<file path="src/rtl/pipeline_ctrl_if.sv">
// Handshake bundle between the pipeline/hazard unit and the stall/flush sequencer.
interface pipeline_ctrl_if #(
    parameter int unsigned CNT_W = 16
);
    // Hazard and decode inputs to the sequencer
    logic             data_hazard;
    logic             mem_busy;
    logic             call;
    logic             ret;
    logic             branch;
    logic             call_resolved;
    logic             branch_resolved;
    logic             ret_resolved;

    // Pipeline enables, clear pulses and status from the sequencer
    logic             pc_we;
    logic             ifid_we;
    logic             ifid_flush;
    logic             idex_bubble;
    logic             clr_call_haz;
    logic             clr_ret_haz;
    logic             clr_branch_haz;
    logic [1:0]       ctrl_state;
    logic             timeout_err;
    logic [CNT_W-1:0] stall_cnt;
    logic [CNT_W-1:0] ctrl_cnt;

    // Pipeline side: drives hazards/decodes, consumes enables
    modport master (
        output data_hazard, mem_busy, call, ret, branch,
               call_resolved, branch_resolved, ret_resolved,
        input  pc_we, ifid_we, ifid_flush, idex_bubble,
               clr_call_haz, clr_ret_haz, clr_branch_haz,
               ctrl_state, timeout_err, stall_cnt, ctrl_cnt
    );

    // Sequencer side
    modport slave (
        input  data_hazard, mem_busy, call, ret, branch,
               call_resolved, branch_resolved, ret_resolved,
        output pc_we, ifid_we, ifid_flush, idex_bubble,
               clr_call_haz, clr_ret_haz, clr_branch_haz,
               ctrl_state, timeout_err, stall_cnt, ctrl_cnt
    );
endinterface

</file>
<file path="src/rtl/pipeline_ctrl.sv">
// Stall/flush sequencer for the 5-stage pipeline: freezes fetch while a
// call/ret/branch is outstanding, pulses the matching hazard clear on
// resolution, forces recovery after WAIT_MAX cycles, and keeps two
// saturating bring-up counters.
module pipeline_ctrl #(
    parameter int unsigned WAIT_MAX = 8,
    parameter int unsigned CNT_W    = 16
) (
    input  logic          clk,
    input  logic          rst,
    pipeline_ctrl_if.slave pc_bus
);

    localparam int unsigned WAIT_W  = 8;
    localparam logic [WAIT_W-1:0] WAIT_LAST = WAIT_W'(WAIT_MAX - 1);
    localparam logic [CNT_W-1:0]  CNT_MAX   = '1;

    typedef enum logic [1:0] {
        RUN       = 2'd0,
        WAIT_BR   = 2'd1,
        WAIT_CALL = 2'd2,
        WAIT_RET  = 2'd3
    } state_e;

    state_e            state_q, state_d;
    logic [WAIT_W-1:0] wait_cnt_q, wait_cnt_d;
    logic [CNT_W-1:0]  stall_cnt_q, stall_cnt_d;
    logic [CNT_W-1:0]  ctrl_cnt_q, ctrl_cnt_d;
    logic              timeout_q, timeout_d;

    logic mem_busy_c;
    logic data_hazard_c;
    logic match_c;
    logic expired_c;
    logic pc_we_c;
    logic ifid_we_c;
    logic ifid_flush_c;
    logic idex_bubble_c;
    logic clr_call_c;
    logic clr_ret_c;
    logic clr_branch_c;

    // Inputs are masked during reset so the enables read as idle RUN
    assign mem_busy_c    = rst & pc_bus.mem_busy;
    assign data_hazard_c = rst & pc_bus.data_hazard;

    // Only the resolve that matches the outstanding transfer counts
    always_comb begin
        match_c = 1'b0;
        unique case (state_q)
            WAIT_BR:   match_c = pc_bus.branch_resolved;
            WAIT_CALL: match_c = pc_bus.call_resolved;
            WAIT_RET:  match_c = pc_bus.ret_resolved;
            default:   match_c = 1'b0;
        endcase
    end

    assign expired_c = ~match_c & (wait_cnt_q == WAIT_LAST);

    // Next-state, counter updates and combinational pipeline controls
    always_comb begin
        state_d       = state_q;
        wait_cnt_d    = wait_cnt_q;
        stall_cnt_d   = stall_cnt_q;
        ctrl_cnt_d    = ctrl_cnt_q;
        timeout_d     = timeout_q;
        pc_we_c       = 1'b1;
        ifid_we_c     = 1'b1;
        ifid_flush_c  = 1'b0;
        idex_bubble_c = 1'b0;
        clr_call_c    = 1'b0;
        clr_ret_c     = 1'b0;
        clr_branch_c  = 1'b0;

        if (state_q == RUN) begin
            wait_cnt_d = '0;
            if (mem_busy_c) begin
                pc_we_c   = 1'b0;
                ifid_we_c = 1'b0;
            end else if (data_hazard_c) begin
                pc_we_c       = 1'b0;
                ifid_we_c     = 1'b0;
                idex_bubble_c = 1'b1;
                if (stall_cnt_q != CNT_MAX) begin
                    stall_cnt_d = stall_cnt_q + CNT_W'(1);
                end
            end else if (pc_bus.ret) begin
                state_d = WAIT_RET;
            end else if (pc_bus.call) begin
                state_d = WAIT_CALL;
            end else if (pc_bus.branch) begin
                state_d = WAIT_BR;
            end
        end else begin
            pc_we_c      = 1'b0;
            ifid_flush_c = 1'b1;
            if (!mem_busy_c && (ctrl_cnt_q != CNT_MAX)) begin
                ctrl_cnt_d = ctrl_cnt_q + CNT_W'(1);
            end
            if (match_c || expired_c) begin
                pc_we_c      = 1'b1;
                clr_branch_c = (state_q == WAIT_BR);
                clr_call_c   = (state_q == WAIT_CALL);
                clr_ret_c    = (state_q == WAIT_RET);
                state_d      = RUN;
                if (expired_c) begin
                    timeout_d = 1'b1;
                end
            end else if (!mem_busy_c) begin
                wait_cnt_d = wait_cnt_q + WAIT_W'(1);
            end
        end
    end

    // State, wait counter, sticky error and performance counters
    always_ff @(posedge clk or negedge rst) begin
        if (!rst) begin
            state_q     <= RUN;
            wait_cnt_q  <= '0;
            stall_cnt_q <= '0;
            ctrl_cnt_q  <= '0;
            timeout_q   <= 1'b0;
        end else begin
            state_q     <= state_d;
            wait_cnt_q  <= wait_cnt_d;
            stall_cnt_q <= stall_cnt_d;
            ctrl_cnt_q  <= ctrl_cnt_d;
            timeout_q   <= timeout_d;
        end
    end

    assign pc_bus.pc_we          = pc_we_c;
    assign pc_bus.ifid_we        = ifid_we_c;
    assign pc_bus.ifid_flush     = ifid_flush_c;
    assign pc_bus.idex_bubble    = idex_bubble_c;
    assign pc_bus.clr_call_haz   = clr_call_c;
    assign pc_bus.clr_ret_haz    = clr_ret_c;
    assign pc_bus.clr_branch_haz = clr_branch_c;
    assign pc_bus.ctrl_state     = state_q;
    assign pc_bus.timeout_err    = timeout_q;
    assign pc_bus.stall_cnt      = stall_cnt_q;
    assign pc_bus.ctrl_cnt       = ctrl_cnt_q;

endmodule

</file>
<file path="src/flat_wrapper.sv">
// flat-port wrapper written by rule: the top's interface ports become plain ports
module pipeline_ctrl_flat 
#(
    parameter int unsigned WAIT_MAX = 8,
    parameter int unsigned CNT_W    = 16
)
  (clk, rst, pc_bus_data_hazard, pc_bus_mem_busy, pc_bus_call, pc_bus_ret, pc_bus_branch, pc_bus_call_resolved, pc_bus_branch_resolved, pc_bus_ret_resolved, pc_bus_pc_we, pc_bus_ifid_we, pc_bus_ifid_flush, pc_bus_idex_bubble, pc_bus_clr_call_haz, pc_bus_clr_ret_haz, pc_bus_clr_branch_haz, pc_bus_ctrl_state, pc_bus_timeout_err, pc_bus_stall_cnt, pc_bus_ctrl_cnt);
  pipeline_ctrl_if #(.CNT_W(CNT_W)) pc_bus_i ();
  input  logic clk;
  input  logic rst;
  input wire logic [$bits(pc_bus_i.data_hazard)-1:0] pc_bus_data_hazard;
  input wire logic [$bits(pc_bus_i.mem_busy)-1:0] pc_bus_mem_busy;
  input wire logic [$bits(pc_bus_i.call)-1:0] pc_bus_call;
  input wire logic [$bits(pc_bus_i.ret)-1:0] pc_bus_ret;
  input wire logic [$bits(pc_bus_i.branch)-1:0] pc_bus_branch;
  input wire logic [$bits(pc_bus_i.call_resolved)-1:0] pc_bus_call_resolved;
  input wire logic [$bits(pc_bus_i.branch_resolved)-1:0] pc_bus_branch_resolved;
  input wire logic [$bits(pc_bus_i.ret_resolved)-1:0] pc_bus_ret_resolved;
  output wire logic [$bits(pc_bus_i.pc_we)-1:0] pc_bus_pc_we;
  output wire logic [$bits(pc_bus_i.ifid_we)-1:0] pc_bus_ifid_we;
  output wire logic [$bits(pc_bus_i.ifid_flush)-1:0] pc_bus_ifid_flush;
  output wire logic [$bits(pc_bus_i.idex_bubble)-1:0] pc_bus_idex_bubble;
  output wire logic [$bits(pc_bus_i.clr_call_haz)-1:0] pc_bus_clr_call_haz;
  output wire logic [$bits(pc_bus_i.clr_ret_haz)-1:0] pc_bus_clr_ret_haz;
  output wire logic [$bits(pc_bus_i.clr_branch_haz)-1:0] pc_bus_clr_branch_haz;
  output wire logic [$bits(pc_bus_i.ctrl_state)-1:0] pc_bus_ctrl_state;
  output wire logic [$bits(pc_bus_i.timeout_err)-1:0] pc_bus_timeout_err;
  output wire logic [$bits(pc_bus_i.stall_cnt)-1:0] pc_bus_stall_cnt;
  output wire logic [$bits(pc_bus_i.ctrl_cnt)-1:0] pc_bus_ctrl_cnt;
  assign pc_bus_i.data_hazard = pc_bus_data_hazard;
  assign pc_bus_i.mem_busy = pc_bus_mem_busy;
  assign pc_bus_i.call = pc_bus_call;
  assign pc_bus_i.ret = pc_bus_ret;
  assign pc_bus_i.branch = pc_bus_branch;
  assign pc_bus_i.call_resolved = pc_bus_call_resolved;
  assign pc_bus_i.branch_resolved = pc_bus_branch_resolved;
  assign pc_bus_i.ret_resolved = pc_bus_ret_resolved;
  assign pc_bus_pc_we = pc_bus_i.pc_we;
  assign pc_bus_ifid_we = pc_bus_i.ifid_we;
  assign pc_bus_ifid_flush = pc_bus_i.ifid_flush;
  assign pc_bus_idex_bubble = pc_bus_i.idex_bubble;
  assign pc_bus_clr_call_haz = pc_bus_i.clr_call_haz;
  assign pc_bus_clr_ret_haz = pc_bus_i.clr_ret_haz;
  assign pc_bus_clr_branch_haz = pc_bus_i.clr_branch_haz;
  assign pc_bus_ctrl_state = pc_bus_i.ctrl_state;
  assign pc_bus_timeout_err = pc_bus_i.timeout_err;
  assign pc_bus_stall_cnt = pc_bus_i.stall_cnt;
  assign pc_bus_ctrl_cnt = pc_bus_i.ctrl_cnt;
  pipeline_ctrl #(.WAIT_MAX(WAIT_MAX), .CNT_W(CNT_W)) u_core (.clk(clk), .rst(rst), .pc_bus(pc_bus_i));
endmodule
</file>
<file path="config.mk">
export PLATFORM = sky130hd
export DESIGN_NAME = pipeline_ctrl_flat
export DESIGN_NICKNAME = d
export VERILOG_FILES = /design/src/rtl/pipeline_ctrl_if.sv /design/src/rtl/pipeline_ctrl.sv /design/src/flat_wrapper.sv
export SDC_FILE = /design/constraint.sdc
export NUM_CORES = 1
export LEC_CHECK = 0
export CORE_ASPECT_RATIO = 1.75
export CORE_MARGIN = 1
export CORE_UTILIZATION = 55
export CTS_BUF_LIST = sky130_fd_sc_hd__clkbuf_8
export DETAILED_ROUTE_END_ITERATION = 16
export DONT_BUFFER_PORTS = 1
export PLACE_DENSITY_LB_ADDON = 0.2
export SLEW_MARGIN = 20
export SYNTH_ARGS = -nofsm -noshare
export SYNTH_HDL_FRONTEND = slang
export SYNTH_SLANG_ARGS = --single-unit
</file>
<file path="constraint.sdc">
create_clock -name clk -period 2 [get_ports clk]
set_clock_uncertainty 0.2 [all_clocks]
set_input_delay 0.2 -clock clk [delete_from_list [all_inputs] [get_ports clk]]
set_output_delay 0.2 -clock clk [all_outputs]
set_load 0.02 [all_outputs]
</file>
==> metrics.md <==
| Metric | Value |
|---|---|
| Die width | about 51 um |
| Mapped Avg Cell Area | just over 10 um2 |
| Failing checks | negative setup slack |
| Crit-path max FO | 5 |
| Vias in the first global route | 2207 |
| Layout cells sized above 1 | between 30% and 40% |
| Reg2Reg Depth | 5 |
| Antenna violations before repair | 0 |
| Synthesized Nets | 239 |
| Iteration-0 DRC Markers | a little over 90 |
| Total GRT Usage | 30.3% |
| Area of the multi-input gates | 0.00133 mm2 |
| RSZ-0062 raised after global routing | yes |
| Setup TNS Final | -0.918 ns |
| Fill cells | between 200 and 300 |
| Slew Limit Fails | 0 |
| Grt ovf | 0 |
| Class of the worst hold path | in -> reg |
| Antenna Cells | 0 |
| Post-synthesis register bit count | 43 |
| Least-Margin Pin Slew | between 0.4 and 0.5 ns |
| Unique masters post-synth | 47 |
| Clock Path Buffers | 2 |
| Period utilization | 113% |
| Final Setup Violations | 5 |
| Total Wirelength | just under 7000 um |
| Max-cap violations | 0 |
| Hpwl dp | roughly 4400 um |
| Simple-Gate Fraction of Synth Area | approximately a quarter |
| Synth-to-layout area growth | 31.7% |
| Required time worst endpoint | 1.60 ns |
| CTS sink count | between 40 and 50 |
| Min-delay src | rst |
| Chip Height | 88.4 um |
| Core Util, Final | between 70% and 80% |
| Ys flop type | dfrtp_1 |
| Row cnt | 31 |
| Outcome | finished, violations left |
| Critical Path Source | u_core.wait_cnt_q[4] |
| Final worst path period need | about 2.3 ns |
| Starting density of the core | 57.1% |
| Gpl congestion | between 0.8 and 0.9 |
| Fraction of registers with async set or reset after synthesis | 100% |
| Clock root cell | clkbuf_8 |
| Kind of critical path | reg -> out |
| Startpoint types | flop |
| Antenna-violating nets left | 0 |
| Xor/xnor share of the synthesized area | about a tenth |
| Routed wire per std cell | roughly 20 um |
| Post-synthesis compound-gate area fraction | approximately 9.0% |
| Final hold vios | 0 |
| Setup ws final | -0.266 ns |
| Largest family of logic cells by synthesized area | simple AND/OR/NAND/NOR gates |
| H-tree depth | 2 |
| DR vias | approximately 2100 |
| Mux contribution to synthesized area | under 10% |
| CTS tree | built |
| Core box area | approximately 0.004 mm2 |
| EDFF count, synth | 0 |
| Synth Area in Adders | 1.60% |
| First-pass DRT Iterations | 5 |
| Port buffer count | 0 |
| Yosys warns | 0 |
| Leakage power | ~1.4 nW |
| DRC | 0 |
| Full die area | approximately 0.0045 mm2 |
| Peak supply drop | just over 1 mV |
| Synthesized area | about 0.0023 mm2 |
| First-pass GRT wire length | 10200 um |
| Largest net degree at the start of global routing | 44 |
| Reg area | around 0.0011 mm2 |
| Worst R2R Start | u_core.pc_bus.ctrl_state[0] |
| Clk_lat worst skew | 0.29 ns |
| CTS Buf Count | 5 |
| I/O pins | 52 |
| Fin nets | between 300 and 400 |
| CP arrival | around 1.9 ns |
| Worst slew margin | between 70% and 80% |
| Worst-path clk slew | ~0.08 ns |
| Crit path capture type | primary output |
| Vias per cell | 6.29 |
| Sequential share of the synthesized area | between 40% and 50% |
| Pwr per Cell Area | between 1000 and 1500 mW/mm2 |
| Worst Hold Path Cells | 4 |
| Fmax | ~440 MHz |
| Cell count after synthesis | between 200 and 250 |
[metal layers]
layer / routed length [um] / share of wire, % / GRT usage (%) / vias to the layer above
met3: 307 / 4.5 / 7.22 / 27
li1: - / - / - / 972
met2: 3740 / 55 / 55.1 / 84
met5: 0 / 0 / 0 / -
met4: 253 / 3.7 / 14.0 / 0
met1: 2500 / 37 / 32.0 / 1054
[logic make-up after synthesis]
kind of cell	Yosys count
AO/OA/AOI/OAI	30
XOR/XNOR	27
adder cells (fa/ha/maj)	3
buffers and inverters	12
flip-flops	43
multiplexers	10
AND/OR/NAND/NOR	101
[synthesized netlist by cell type, drive strengths merged, types with 2 or more instances]
| master | number | area share [%] |
|---|---|---|
| buf | 3 | 1.0 |
| nor4 | 5 | 1.6 |
| nand2 | 22 | 3.5 |
| mux2i | 6 | 2.6 |
| o31ai | 2 | 0.64 |
| or4 | 3 | 0.96 |
| o211ai | 4 | 1.3 |
| ha | 3 | 1.6 |
| nor2 | 8 | 2.0 |
| nor3 | 5 | 1.1 |
| clkbuf | 3 | 0.48 |
| nand3 | 8 | 1.7 |
| nor3b | 2 | 0.64 |
| xnor2 | 20 | 7.5 |
| mux2 | 4 | 1.9 |
| xor2 | 7 | 2.6 |
| dfrtp | 43 | 46 |
| o2bb2ai | 2 | 0.75 |
| and3 | 10 | 2.7 |
| a41o | 2 | 0.85 |
| nor4b | 2 | 1.0 |
| and4 | 11 | 4.1 |
| a31o | 2 | 0.75 |
| nand4 | 15 | 4.0 |
| a21oi | 6 | 1.3 |
| inv | 6 | 1.1 |
| and2 | 3 | 0.80 |
| o21ai | 6 | 1.3 |
[registers in the layout (all words and copies together), names as in the netlist]
register                   cells
u_core.pc_bus.ctrl_cnt        16
u_core.pc_bus.stall_cnt       16
u_core.wait_cnt_q              8
u_core.pc_bus.ctrl_state       2
u_core.pc_bus.timeout_err      1
[repair_timing]
action | in CTS | in global routing
gates resized for setup | 6 | 12
setup buffers | 6 | 0
hold buffers | 8 | 0
cloned | 0 | 0
setup endpoints to repair | 6 | 11
pin swaps | 0 | 2
hold endpoints to repair | 46 | 0
[cells in the final DEF (no fill, tap or decap), types with 3 or more instances in the layout]
master,instances
a21oi_1,5
and2_1,3
and3_1,10
and4_1,11
buf_4,54
clkbuf_8,5
dfrtp_1,40
dfrtp_2,3
dlygate4sd3_1,6
inv_1,7
mux2_2,3
mux2i_1,4
nand2_1,22
nand3_1,8
nand4_1,15
nor2_1,5
nor3_1,5
nor4_4,3
o211ai_1,4
o21ai_0,5
xnor2_1,20
xor2_1,7
[final cells by class]
class / instances / area share, %
Inverter: 6 / 0.809
Tap cell: 49 / 1.98
Clock inverter: 3 / 0.405
Timing Repair Buffer: 63 / 16.7
Sequential cell: 43 / 34.9
Multi-Input combinational cell: 171 / 42.9
Clock buffer: 5 / 2.23
[path summary, 6_finish.rpt]
check | to | slack, ns
setup / recovery | pc_bus_clr_call_haz | -0.27
hold / removal | u_core.pc_bus.stall_cnt[12] | 0.07
setup reg to reg | u_core.wait_cnt_q[4] | -0.07
hold reg to reg | u_core.pc_bus.stall_cnt[6] | 0.39
max in group asynchronous | u_core.pc_bus.ctrl_state[1] | 1.11
min in group asynchronous | u_core.wait_cnt_q[5] | 0.28
[power breakdown]
group | internal [mW] | leakage [nW] | switching, mW
clock network | 0.235 | 0.0505 | 0.280
registers | 1.02 | 0.569 | 0.173
logic | 0.642 | 0.791 | 0.870
total | 1.90 | 1.41 | 1.32
[stage by stage]
stage / setup slack, ns / instances / instance area [um2] / total power [mW] / hold WS, ns
global route: -0.300 / 340 / 3090 / 3.39 / 0.0996
global placement: 0.0985 / 318 / 2780 / 2.44 / -0.295
CTS: -0.171 / 340 / 3030 / 3.12 / 0.0499
detailed placement: -0.0350 / 318 / 2780 / 2.51 / -0.295
floorplan: -0.0598 / 226 / 2380 / 2.05 / -0.296
finish: -0.266 / 340 / 3090 / 3.22 / 0.0737
[worst max-delay path: stages, from the launching register on]
cell,delay [ns]
dfrtp_1,0.40
or3_4,0.42
nor4_4,0.25
nor2_4,0.10
nor3b_2,0.22
buf_4,0.19
Note: power is estimated with default switching activity, not from simulation.
